## src/rtl/adc_seq_multibank.sv

```systemverilog
// adc_seq_multibank: triggered ADC channel sequencer with a double-buffered sample store.
//   On trigger it streams map[0..MAXSEQ] as commands, captures the ADC responses into the
//   shadow bank, then swaps banks, raises IRQ_FLAG and bumps SEQCNT on the response eop.
// Optional feature: define ADC_SEQ_OVERSAMPLE_EN to repeat each sequence 2^OSR passes and
//   store the per-slot average; undefined builds one pass and OSR reads 0.
// Ports:
//   clk, reset_n                     clock, asynchronous active-low reset
//   chout_valid/ready/data/sop/eop   Avalon-ST command stream to the ADC
//   resp_valid/data/channel/sop/eop  Avalon-ST response stream from the ADC
//   trig_in                          conversion trigger
//   MMS_read/write/address/writedata/readdata  Avalon-MM slave, 0 wait states, comb read
//   irq_out                          IRQ_FLAG & IRQ_EN
module adc_seq_multibank #(
    parameter int unsigned SEQ_DEPTH = 16,
    parameter int unsigned CH_W      = 5,
    parameter int unsigned DATA_W    = 12,
    parameter int unsigned ADDR_W    = 6
) (
    input  logic              clk,
    input  logic              reset_n,
    output logic              chout_valid,
    input  logic              chout_ready,
    output logic [CH_W-1:0]   chout_data,
    output logic              chout_sop,
    output logic              chout_eop,
    input  logic              resp_valid,
    input  logic [DATA_W-1:0] resp_data,
    input  logic [CH_W-1:0]   resp_channel,
    input  logic              resp_sop,
    input  logic              resp_eop,
    input  logic              trig_in,
    input  logic              MMS_read,
    input  logic              MMS_write,
    input  logic [ADDR_W-1:0] MMS_address,
    input  logic [31:0]       MMS_writedata,
    output logic [31:0]       MMS_readdata,
    output logic              irq_out
);

    localparam int unsigned IDX_W = $clog2(SEQ_DEPTH);
    localparam int unsigned RGN_W = ADDR_W - IDX_W;

    typedef enum logic [1:0] {IDLE, ISSUE, WAIT} state_t;

    state_t            state, state_nxt;
    logic              ctrl_en, ctrl_cont, ctrl_irq_en;
    logic              irq_flag, overrun;
    logic [IDX_W-1:0]  maxseq;
    logic [15:0]       seqcnt;
    logic [IDX_W-1:0]  cmd_ctr, resp_ctr;
    logic              bank_sel;

    logic [CH_W-1:0]   map_mem   [SEQ_DEPTH];
    logic [DATA_W-1:0] store_mem [2][SEQ_DEPTH];

    logic [RGN_W-1:0]  region;
    logic [IDX_W-1:0]  aidx;
    logic              wr_ctrl, wr_status, wr_maxseq, wr_seqcnt, wr_osr, wr_map;
    logic              cmd_fire, cmd_last, resp_end;
    logic [IDX_W-1:0]  resp_idx;
    logic              resp_keep;
    logic              last_pass, seq_done, pass_done, overrun_set;
    logic [DATA_W-1:0] sample_val;
    logic [1:0]        osr_rd;
    logic              vis_bank;
    logic              unused_ok;

    // Address decode: upper bits select control / channel map / sample store region
    assign region    = MMS_address[ADDR_W-1:IDX_W];
    assign aidx      = MMS_address[IDX_W-1:0];
    assign wr_ctrl   = MMS_write && (region == RGN_W'(0)) && (aidx == IDX_W'(0));
    assign wr_status = MMS_write && (region == RGN_W'(0)) && (aidx == IDX_W'(1));
    assign wr_maxseq = MMS_write && (region == RGN_W'(0)) && (aidx == IDX_W'(2));
    assign wr_seqcnt = MMS_write && (region == RGN_W'(0)) && (aidx == IDX_W'(3));
    assign wr_osr    = MMS_write && (region == RGN_W'(0)) && (aidx == IDX_W'(4));
    assign wr_map    = MMS_write && (region == RGN_W'(1));

    // Command stream; valid is gated by EN so clearing EN stops commands immediately
    assign chout_valid = (state == ISSUE) && ctrl_en;
    assign chout_data  = map_mem[cmd_ctr];
    assign chout_sop   = (cmd_ctr == IDX_W'(0));
    assign chout_eop   = cmd_last;
    assign cmd_fire    = chout_valid && chout_ready;
    assign cmd_last    = (cmd_ctr == maxseq);

    // Response indexing: sop realigns to slot 0, slots beyond MAXSEQ are dropped
    assign resp_end  = resp_valid && resp_eop;
    assign resp_idx  = resp_sop ? IDX_W'(0) : resp_ctr;
    assign resp_keep = resp_valid && ctrl_en && (resp_idx <= maxseq);

    // Trigger outside IDLE is an overrun, except the expected re-trigger while CONT waits
    assign overrun_set = trig_in && (state != IDLE) && !((state == WAIT) && ctrl_cont);

    assign irq_out  = irq_flag && ctrl_irq_en;
    assign vis_bank = ~bank_sel;

`ifdef ADC_SEQ_OVERSAMPLE_EN
    localparam int unsigned ACC_W = DATA_W + 3;

    logic [1:0]       osr;
    logic [2:0]       pass_ctr;
    logic [ACC_W-1:0] acc_mem [SEQ_DEPTH];
    logic [ACC_W-1:0] acc_sum;

    assign acc_sum    = (pass_ctr == 3'd0) ? ACC_W'(resp_data)
                                           : acc_mem[resp_idx] + ACC_W'(resp_data);
    assign last_pass  = (pass_ctr == 3'((4'd1 << osr) - 4'd1));
    assign sample_val = DATA_W'(acc_sum >> osr);
    assign osr_rd     = osr;

    // Oversampling ratio and pass counter
    always_ff @(posedge clk or negedge reset_n) begin
        if (!reset_n) begin
            osr      <= 2'd0;
            pass_ctr <= 3'd0;
        end else begin
            if (wr_osr) osr <= MMS_writedata[1:0];
            if (!ctrl_en || seq_done) pass_ctr <= 3'd0;
            else if (pass_done)       pass_ctr <= pass_ctr + 3'd1;
        end
    end

    // Per-slot accumulators: pass 0 loads, later passes add
    always_ff @(posedge clk) begin
        if (resp_keep) acc_mem[resp_idx] <= acc_sum;
    end
`else
    assign last_pass  = 1'b1;
    assign sample_val = resp_data;
    assign osr_rd     = 2'd0;
`endif

    // Next-state logic; EN low forces IDLE from any state
    always_comb begin
        state_nxt = state;
        seq_done  = 1'b0;
        pass_done = 1'b0;
        if (!ctrl_en) begin
            state_nxt = IDLE;
        end else begin
            case (state)
                IDLE:  if (trig_in) state_nxt = ISSUE;
                ISSUE: if (cmd_fire && cmd_last) state_nxt = WAIT;
                WAIT: begin
                    if (resp_end) begin
                        if (!last_pass) begin
                            pass_done = 1'b1;
                            state_nxt = ISSUE;
                        end else begin
                            seq_done  = 1'b1;
                            state_nxt = ctrl_cont ? ISSUE : IDLE;
                        end
                    end
                end
                default: state_nxt = IDLE;
            endcase
        end
    end

    // State register, counters, bank select
    always_ff @(posedge clk or negedge reset_n) begin
        if (!reset_n) begin
            state    <= IDLE;
            cmd_ctr  <= IDX_W'(0);
            resp_ctr <= IDX_W'(0);
            bank_sel <= 1'b0;
        end else begin
            state <= state_nxt;
            if (!ctrl_en) begin
                cmd_ctr  <= IDX_W'(0);
                resp_ctr <= IDX_W'(0);
            end else begin
                if (cmd_fire) cmd_ctr <= cmd_last ? IDX_W'(0) : cmd_ctr + IDX_W'(1);
                if (resp_valid)
                    resp_ctr <= (resp_idx == IDX_W'(SEQ_DEPTH - 1)) ? resp_idx
                                                                     : resp_idx + IDX_W'(1);
            end
            if (seq_done) bank_sel <= ~bank_sel;
        end
    end

    // Control/status registers; hardware set beats a same-cycle W1C
    always_ff @(posedge clk or negedge reset_n) begin
        if (!reset_n) begin
            ctrl_en     <= 1'b0;
            ctrl_cont   <= 1'b0;
            ctrl_irq_en <= 1'b0;
            irq_flag    <= 1'b0;
            overrun     <= 1'b0;
            maxseq      <= IDX_W'(0);
            seqcnt      <= 16'd0;
        end else begin
            if (wr_ctrl) begin
                ctrl_en     <= MMS_writedata[0];
                ctrl_cont   <= MMS_writedata[1];
                ctrl_irq_en <= MMS_writedata[2];
            end
            irq_flag <= seq_done || (irq_flag && !(wr_status && MMS_writedata[0]));
            overrun  <= overrun_set || (overrun && !(wr_status && MMS_writedata[1]));
            if (wr_maxseq) maxseq <= MMS_writedata[IDX_W-1:0];
            if (wr_seqcnt)     seqcnt <= 16'd0;
            else if (seq_done) seqcnt <= seqcnt + 16'd1;
        end
    end

    // Channel map and sample banks; shadow bank = bank_sel, visible bank = ~bank_sel
    always_ff @(posedge clk) begin
        if (wr_map)    map_mem[aidx] <= MMS_writedata[CH_W-1:0];
        if (resp_keep) store_mem[bank_sel][resp_idx] <= sample_val;
    end

    // Combinational read mux
    always_comb begin
        MMS_readdata = 32'd0;
        if (region == RGN_W'(1)) begin
            MMS_readdata = 32'(map_mem[aidx]);
        end else if (region == RGN_W'(2)) begin
            MMS_readdata = 32'(store_mem[vis_bank][aidx]);
        end else if (region == RGN_W'(0)) begin
            case (aidx)
                IDX_W'(0): MMS_readdata = {29'd0, ctrl_irq_en, ctrl_cont, ctrl_en};
                IDX_W'(1): MMS_readdata = {29'd0, (state != IDLE), overrun, irq_flag};
                IDX_W'(2): MMS_readdata = 32'(maxseq);
                IDX_W'(3): MMS_readdata = {16'd0, seqcnt};
                IDX_W'(4): MMS_readdata = {30'd0, osr_rd};
                default:   MMS_readdata = 32'd0;
            endcase
        end
    end

    assign unused_ok = ^{resp_channel, MMS_read, MMS_writedata};

endmodule

```

## config.mk

```make
export PLATFORM = sky130hd
export DESIGN_NAME = adc_seq_multibank
export DESIGN_NICKNAME = d
export VERILOG_FILES = /design/src/rtl/adc_seq_multibank.sv
export SDC_FILE = /design/constraint.sdc
export NUM_CORES = 1
export LEC_CHECK = 0
export BUFFER_PORTS_ARGS = -buffer_cell sky130_fd_sc_hd__buf_2
export CELL_PAD_IN_SITES_DETAIL_PLACEMENT = 0
export CELL_PAD_IN_SITES_GLOBAL_PLACEMENT = 1
export CORE_MARGIN = 3
export CORE_UTILIZATION = 48
export CTS_BUF_LIST = sky130_fd_sc_hd__clkbuf_16
export CTS_CLUSTER_DIAMETER = 50
export CTS_CLUSTER_SIZE = 30
export DETAILED_ROUTE_END_ITERATION = 8
export GPL_TIMING_DRIVEN = 0
export PLACE_DENSITY = 0.75
export SLEW_MARGIN = 20
export SYNTH_ARGS = -nofsm -noshare
export SYNTH_HDL_FRONTEND = slang
export SYNTH_SLANG_ARGS = --single-unit
```

## constraint.sdc

```tcl
create_clock -name clk -period 2.9 [get_ports clk]
set_clock_uncertainty 0.2 [all_clocks]
set_input_delay 0.145 -clock clk [delete_from_list [all_inputs] [get_ports clk]]
set_output_delay 0.145 -clock clk [all_outputs]
set_load 0.02 [all_outputs]
```

Yosys cells after proc, flatten, opt, wreduce, memory -nomap -nowiden
Memory sizes are Yosys's and may differ from the RTL's.
Index checks and enable logic that the tools add are counted.
- word-level logic and storage cells: 101
- ROM bits: 0
- input port bits: 64
- bits in writable memories: 464
- output and inout bits: 41
- memories kept: 2
- register bits after elaboration: 36
- latch bits: 0
- div/mod/pow operators: 0
- muxes and demuxes: 31
- shift-type cells: 0
- equal/unequal tests: 14
- add/subtract/negate cells: 3
- reductions and logical operators: 33
- $lt $le $gt $ge: 4
- bitwise operators: 3
- $mul: 0
- memories (name ; depth ; bits a word ; read ports ; clocked after Yosys merged registers in ; wr ports ; line ; text):
    store_mem ; 2 ; 192 ; 1 ; 0 ; 1 ; 54 ; logic [DATA_W-1:0] store_mem [2][SEQ_DEPTH];
    map_mem ; 16 ; 5 ; 2 ; 0 ; 1 ; 53 ; logic [CH_W-1:0] map_mem [SEQ_DEPTH];
- operators by type and width (cell ; number):
    two-way mux 192 bit ; 1
    two-way mux 16 bit ; 5
    case mux 16 bit (4 select lines) ; 1
    binary-select mux 12 bit (select 4 bit) ; 1
    demux 12 bit (select 4 bit) ; 1
    two-way mux 12 bit ; 3
    two-way mux 4 bit ; 7
    logical AND 1 bit ; 21
    adder 16 x 1 -> 16 bit (second input constant) ; 1
    greater-or-equal comparator 5 bit (second input constant) ; 2
    inverter 4 -> 5 bit ; 2
    adder 4 x 1 -> 4 bit (second input constant) ; 2
    == test 4 x 2 -> 1 bit (second input constant) ; 2
    logical NOT 4 bit ; 2
    two-way mux 2 bit ; 4
    two-way mux 1 bit ; 7
    inequality test 3 bit (second input constant) ; 2
    case mux 2 bit (3 select lines) ; 1
    < comparator 5 x 1 -> 1 bit (second input constant) ; 1
    == test 2 x 1 -> 1 bit (second input constant) ; 2
    == test 2 bit (second input constant) ; 2
    == test 4 x 1 -> 1 bit (second input constant) ; 1
    == test 4 bit ; 1
    == test 4 bit (second input constant) ; 1
    10 further kinds ; 15

Depth between registers and ports, before layout
- depth in word-level cells: 7
- depth in mapped cells: 9
- mapped depth without buffers: 7

Least setup slack after synthesis
No wires, ideal clock.
- path kind: reg2reg
- start: register resp_ctr[3]
- end: memory store_mem[1][36] (netlist bit) (enable)
- required time: 2320 ps
- period minus slack after synthesis: 3032 ps
- setup time: 380 ps
- data arrival time: 2452 ps
- cell stages (with the launch flop): 9
- path buffers: 1
- path slack: -132 ps
- path through: dfrtp_1 clkbuf_1 nand2b_1 inv_1 ha_1 and3_1 a311oi_1 o2111ai_1 nor2_1
- cells in the longest elaborated chain, start to end: 7
- elaborated cells on any way between the ends: 11
- those cells by class: 3 x order compare; 5 x mux; 1 x bitwise; 2 x reduce/logical
- RTL lines (what ; line ; text):
    from (decl) ; 50 ; logic [IDX_W-1:0] cmd_ctr, resp_ctr;
    from (signal assigned) ; 175 ; resp_ctr <= (resp_idx == IDX_W'(SEQ_DEPTH - 1)) ? resp_idx
    two-way mux 4 bit (*) ; 88 ; assign resp_idx = resp_sop ? IDX_W'(0) : resp_ctr;
    inverter 4 -> 5 bit (implied by the code) ; 209 ; if (resp_keep) store_mem[bank_sel][resp_idx] <= sample_val;
    greater-or-equal comparator 5 bit (implied by the code) or < comparator 5 x 1 -> 1 bit (tied branches) ; 209 ;
    logical AND 1 bit (implied by the code) ; 209 ;
    two-way mux 12 bit (implied by the code) ; 209 ;
    demux 12 bit (select 4 bit) ; 209 ;
    two-way mux 192 bit (implied by the code) (*) ; 209 ;
    to (decl) ; 54 ;
Every way passes the cells marked *; elsewhere a longest branch is shown, timed or not.

Worst setup path in the final report
- start: register bank_sel
- end: output MMS_readdata[5]
- cells in the longest elaborated chain, start to end: 7
- RTL lines (what ; line ; text):
    from (decl) ; 51 ; logic bank_sel;
    from (signal assigned) ; 178 ; if (seq_done) bank_sel <= ~bank_sel;
    inverter 1 bit ; 95 ; assign vis_bank = ~bank_sel;
    memory read (2 x 192 bit) ; n/a ;
    binary-select mux 12 bit (select 4 bit) ; 218 ; MMS_readdata = 32'(store_mem[vis_bank][aidx]);
    two-way mux 12 bit (implied by the code) (2 in series) ; 218 ;
    two-way mux 16 bit ; 217 ; end else if (region == RGN_W'(2)) begin
    two-way mux 16 bit ; 215 ; if (region == RGN_W'(1)) begin
    to (decl) ; 36 ; output logic [31:0] MMS_readdata,
Every way passes these cells. The select of a mux whose other input is x is not followed.

==> results <==
- The area fraction in and, or, nand and nor cells after synthesis is 5.14%.
- The reg2reg setup slack is -0.01 ns.
- The die is 215 um tall.
- The number of antenna violations at the first check in global routing came to 0.
- Detailed routing inserted a total of between 10000 and 15000 vias.
- Total power for the finished layout comes to 15.1 mW.
- The maximum number of pins on one net before global-route repair is 37.
- The fraction of the mapped netlist area in adder cells is 0.478%.
- The slew of the pin with the lowest slew margin is 0.869 ns.
- The worst setup path is of the flip-flop to primary output kind.
- The flow ran to the end, but the final reports show violations.
- In this run the count of I/O pins placed on the die edge is ~110.
- The worst-case IR drop observed on VDD is 0.419 mV.
- The worst register-to-register path has a depth of 11.
- The setup TNS after final layout is -4.61 ns.
- The total count of max-transition violations in the final report is 0.
- STA classifies the critical path startpoint as a flip-flop.
- The path class of the tightest hold or removal check is primary input to async pin.
- In this run, synthesis produced a sequential element count of 500.
- The first-pass GRT wire length is 79300 um.
- The netlist uses 61 different library cells.
- The initial utilization of the core area, before any placement, comes to 49.2%.
- The area overhead of the layout relative to synthesis is 21.4%.
- The average vias per placed instance is 6.02.
- Counting the buffers created by CTS gives 42.
- The cell count after synthesis came out at 1108.
- The synthesized-area fraction occupied by xor and xnor cells is 0.837%.
- Of the synthesized area, sequential elements account for 70.9%.
- Summed over all layers, the routed wires come to 54100 um.
- Static timing analysis puts the maximum clock frequency at 294 MHz.
- Row generation in the floorplan step produced 75 rows.
- The portion of synthesized area spent on multiplexers is 16.6%.
- Once routing completed, OpenROAD measured the worst setup slack at -0.498 ns.
- In the final routed layout, each cell accounts on average for 27.9 um.
- The worst pin sits at a relative slew slack of 42.0%.
- Clock-pin slew was measured on the worst setup and hold paths at 0.07 ns.
- Data on the critical path is required at its endpoint by about 2.6 ns.
- The via count of the first global-routing pass came to 11900.
- The tightest hold path in the finished design has a slack of 0.00237 ns.
- The number of diodes added for antenna fixing is 0.
- The total congestion overflow is 0.
- The fraction of final layout cells with drive strength greater than 1 is 36.9%.
- The count of nets left with antenna violations once routing finished came out at 0.
- The total power density per cell area is ~600 mW/mm2.
- The final reports fail on negative setup slack.
- The clock net in this run drives a total of 500 sinks.
- The leading area contributor after synthesis is edfxtp_1.
- The maximum fanout encountered on the critical timing path is 7.
- The endpoint arrival time on the critical path is around 3.1 ns.
- The worst flop-to-flop path startpoint is resp_ctr[3]$_DFFE_PN0P_.
- The clock tree synthesis step divided the H-tree into 2 levels.
- The top cell type by area accounts for 66.6% of the synthesized area.
- The final layout contains 1400 nets.
- In this run the critical register-to-register path is captured at store_mem[0][187]$_DFFE_PP_.
- The root buffer cell is clkbuf_16.
- The number of DRC violations after detailed-routing iteration 0 is approximately 1500.
- The clock passes through at most 3 buffers.
- The share of flip-flops with an asynchronous set or reset is 7.20%.
- The number of hold-slack violations in the final timing report is 0.
- The residual DRC count is 0.
- Global routing consumed, over all layers together, 23.4% of the routing resources.
- At the placement stage, the worst setup path has a slack of -1.03 ns.
- The final critical-path share of the clock period is 117%.
- Once placement completed, the tool counted placed cells totaling 1761.
- The final critical path time including I/O delays and setup is 3.40 ns.
- The die covers 0.0461 mm2.
- The post-route core utilization is 59.7%.
- The clock tree from TritonCTS is yes.
- The die is 215 um wide.
- In this run the tool buffered the top-level ports with 54 buffer cells.
- The library cell used most frequently in the layout, excluding fill and tap cells, is edfxtp_1.
- After routing the design area is 0.0254 mm2.
- Setup repair after global routing could not meet its margin everywhere.
- Clock latency on the worst-skew pair, taken at its later pin, is 0.57 ns.
- Averaged over all synthesized cells, the footprint is approximately 19 um2.
- Yosys printed 0 warnings.
- The most used flip-flop cell after synthesis is edfxtp_1.
- The filler cells instantiated in the layout total 3041.
- The total leakage power is 8.38 nW.
- By area, the combinational part of the netlist is dominated by multiplexers.
- The worst setup path is captured at a primary output.
- Ranked by total cell area, the synthesized netlist is headed by edfxtp_1 (67%), mux4_2 (13%), dfrtp_1 (4.3%).
- The routability-driven placement congestion ratio is roughly 0.86.
- In this run the cell area measured after placement is roughly 0.022 mm2.
- Before antenna repair, the detailed router went through 5 iterations.
- The final cell count without fillers is 1939.
- The mapped netlist covers 0.0209 mm2.
- The tool flagged a number of max-cap violations equal to 0.
- Setup violations remaining at the end of the flow were counted as 18.
- The core region is 0.0425 mm2.
- The number of flops mapped to enable cells by yosys is 464.
- Summed over all nets, the half-perimeter wirelength after detailed placement is 35000 um.
- The synthesized netlist devotes 3.58% of its cell area to compound gates.
- In the layout the commonest cells are edfxtp_1 (464), mux4_2 (134), buf_4 (62), nor2_1 (62), buf_2 (57).
==> routing by layer <==
metal | wire length, um | part of all wire (%) | global-route usage, %
met1 | 20300 | 37 | 30.8
met4 | 2480 | 4.6 | 10.0
met5 | 0 | 0 | 0
met3 | 4660 | 8.6 | 4.52
met2 | 26700 | 49 | 38.5
==> synthesized netlist by cell type (all sizes together) (4+ instances only) <==
cell type	count
and2	8
edfxtp	464
a21oi	12
o211ai	6
ha	8
nand3	22
nand2b	10
xnor2	8
a2111oi	4
a31oi	9
nor3b	5
nand2	32
nor3	10
o22ai	4
mux2i	12
o21ai	8
and3	6
mux2	9
a22oi	33
mux4	141
buf	55
xor2	12
dfrtp	36
nor2b	7
a22o	10
clkbuf	19
inv	14
nor2	96
nand4	14
==> worst max-delay path: stages (launching register included) <==
cell	delay [ns]
dfrtp_2	0.42
buf_12	0.15
buf_12	0.15
buf_12	0.13
mux4_2	0.51
a22oi_2	0.26
nand4_1	0.36
a22o_1	0.35
buf_6	0.14
==> where the power goes <==
group / internal [mW] / switching, mW / total (mW)
combinational: 0.345 / 0.554 / 0.899
clock: 3.18 / 3.07 / 6.25
sequential: 7.91 / 0.0367 / 7.95
==> sequential cells by signal, summed over array words and instances (netlist names), 2 cells and up <==
name / count
state: 2
resp_ctr: 4
maxseq: 4
cmd_ctr: 4
store_mem: 384
seqcnt: 16
map_mem: 80
==> area by class of cell <==
type	count	area [um2]	share of cell area (%)
inverters	15	56.3	0.222
clock inverters	33	437	1.72
well taps	577	722	2.84
clock buffers	45	1130	4.43
flip-flops and latches	500	14800	58.4
repair buffers	164	1560	6.15
multi-input cells	534	6120	24.1
plain buffers	71	531	2.09
==> worst max path at each step <==
stage                             from                     endpoint  slack, ns  depth (start not counted)
4_1_cts           bank_sel$_DFFE_PN0P_              MMS_readdata[5]      -0.51                          9
2_1_floorplan  resp_ctr[3]$_DFFE_PN0P_   store_mem[1][36]$_DFFE_PP_      -0.13                          8
3_3_place_gp   resp_ctr[3]$_DFFE_PN0P_   store_mem[1][46]$_DFFE_PP_      -1.30                          8
5_1_grt           bank_sel$_DFFE_PN0P_              MMS_readdata[5]      -0.49                          8
6_report          bank_sel$_DFFE_PN0P_              MMS_readdata[5]      -0.50                          8
3_5_place_dp   resp_ctr[3]$_DFFE_PN0P_  store_mem[0][185]$_DFFE_PP_      -1.03                          8
==> logic make-up after synthesis <==
kind of cell,after synthesis
buffers and inverters,89
other,1
multiplexers,162
flip-flops,500
AND/OR/NAND/NOR,224
adder cells (fa/ha/maj),8
XOR/XNOR,20
AO/OA/AOI/OAI,104
==> repair_timing <==
action | 4_1_cts | 5_1_grt
setup buffers | 61 | 10
pin swaps | 61 | 27
resized for setup | 120 | 56
hold endpoints to repair | 521 | 0
endpoints found under the setup margin | 401 | 218
cloned | 2 | 3
hold buffers | 27 | 0
Note: power is estimated with default switching activity, not from simulation.
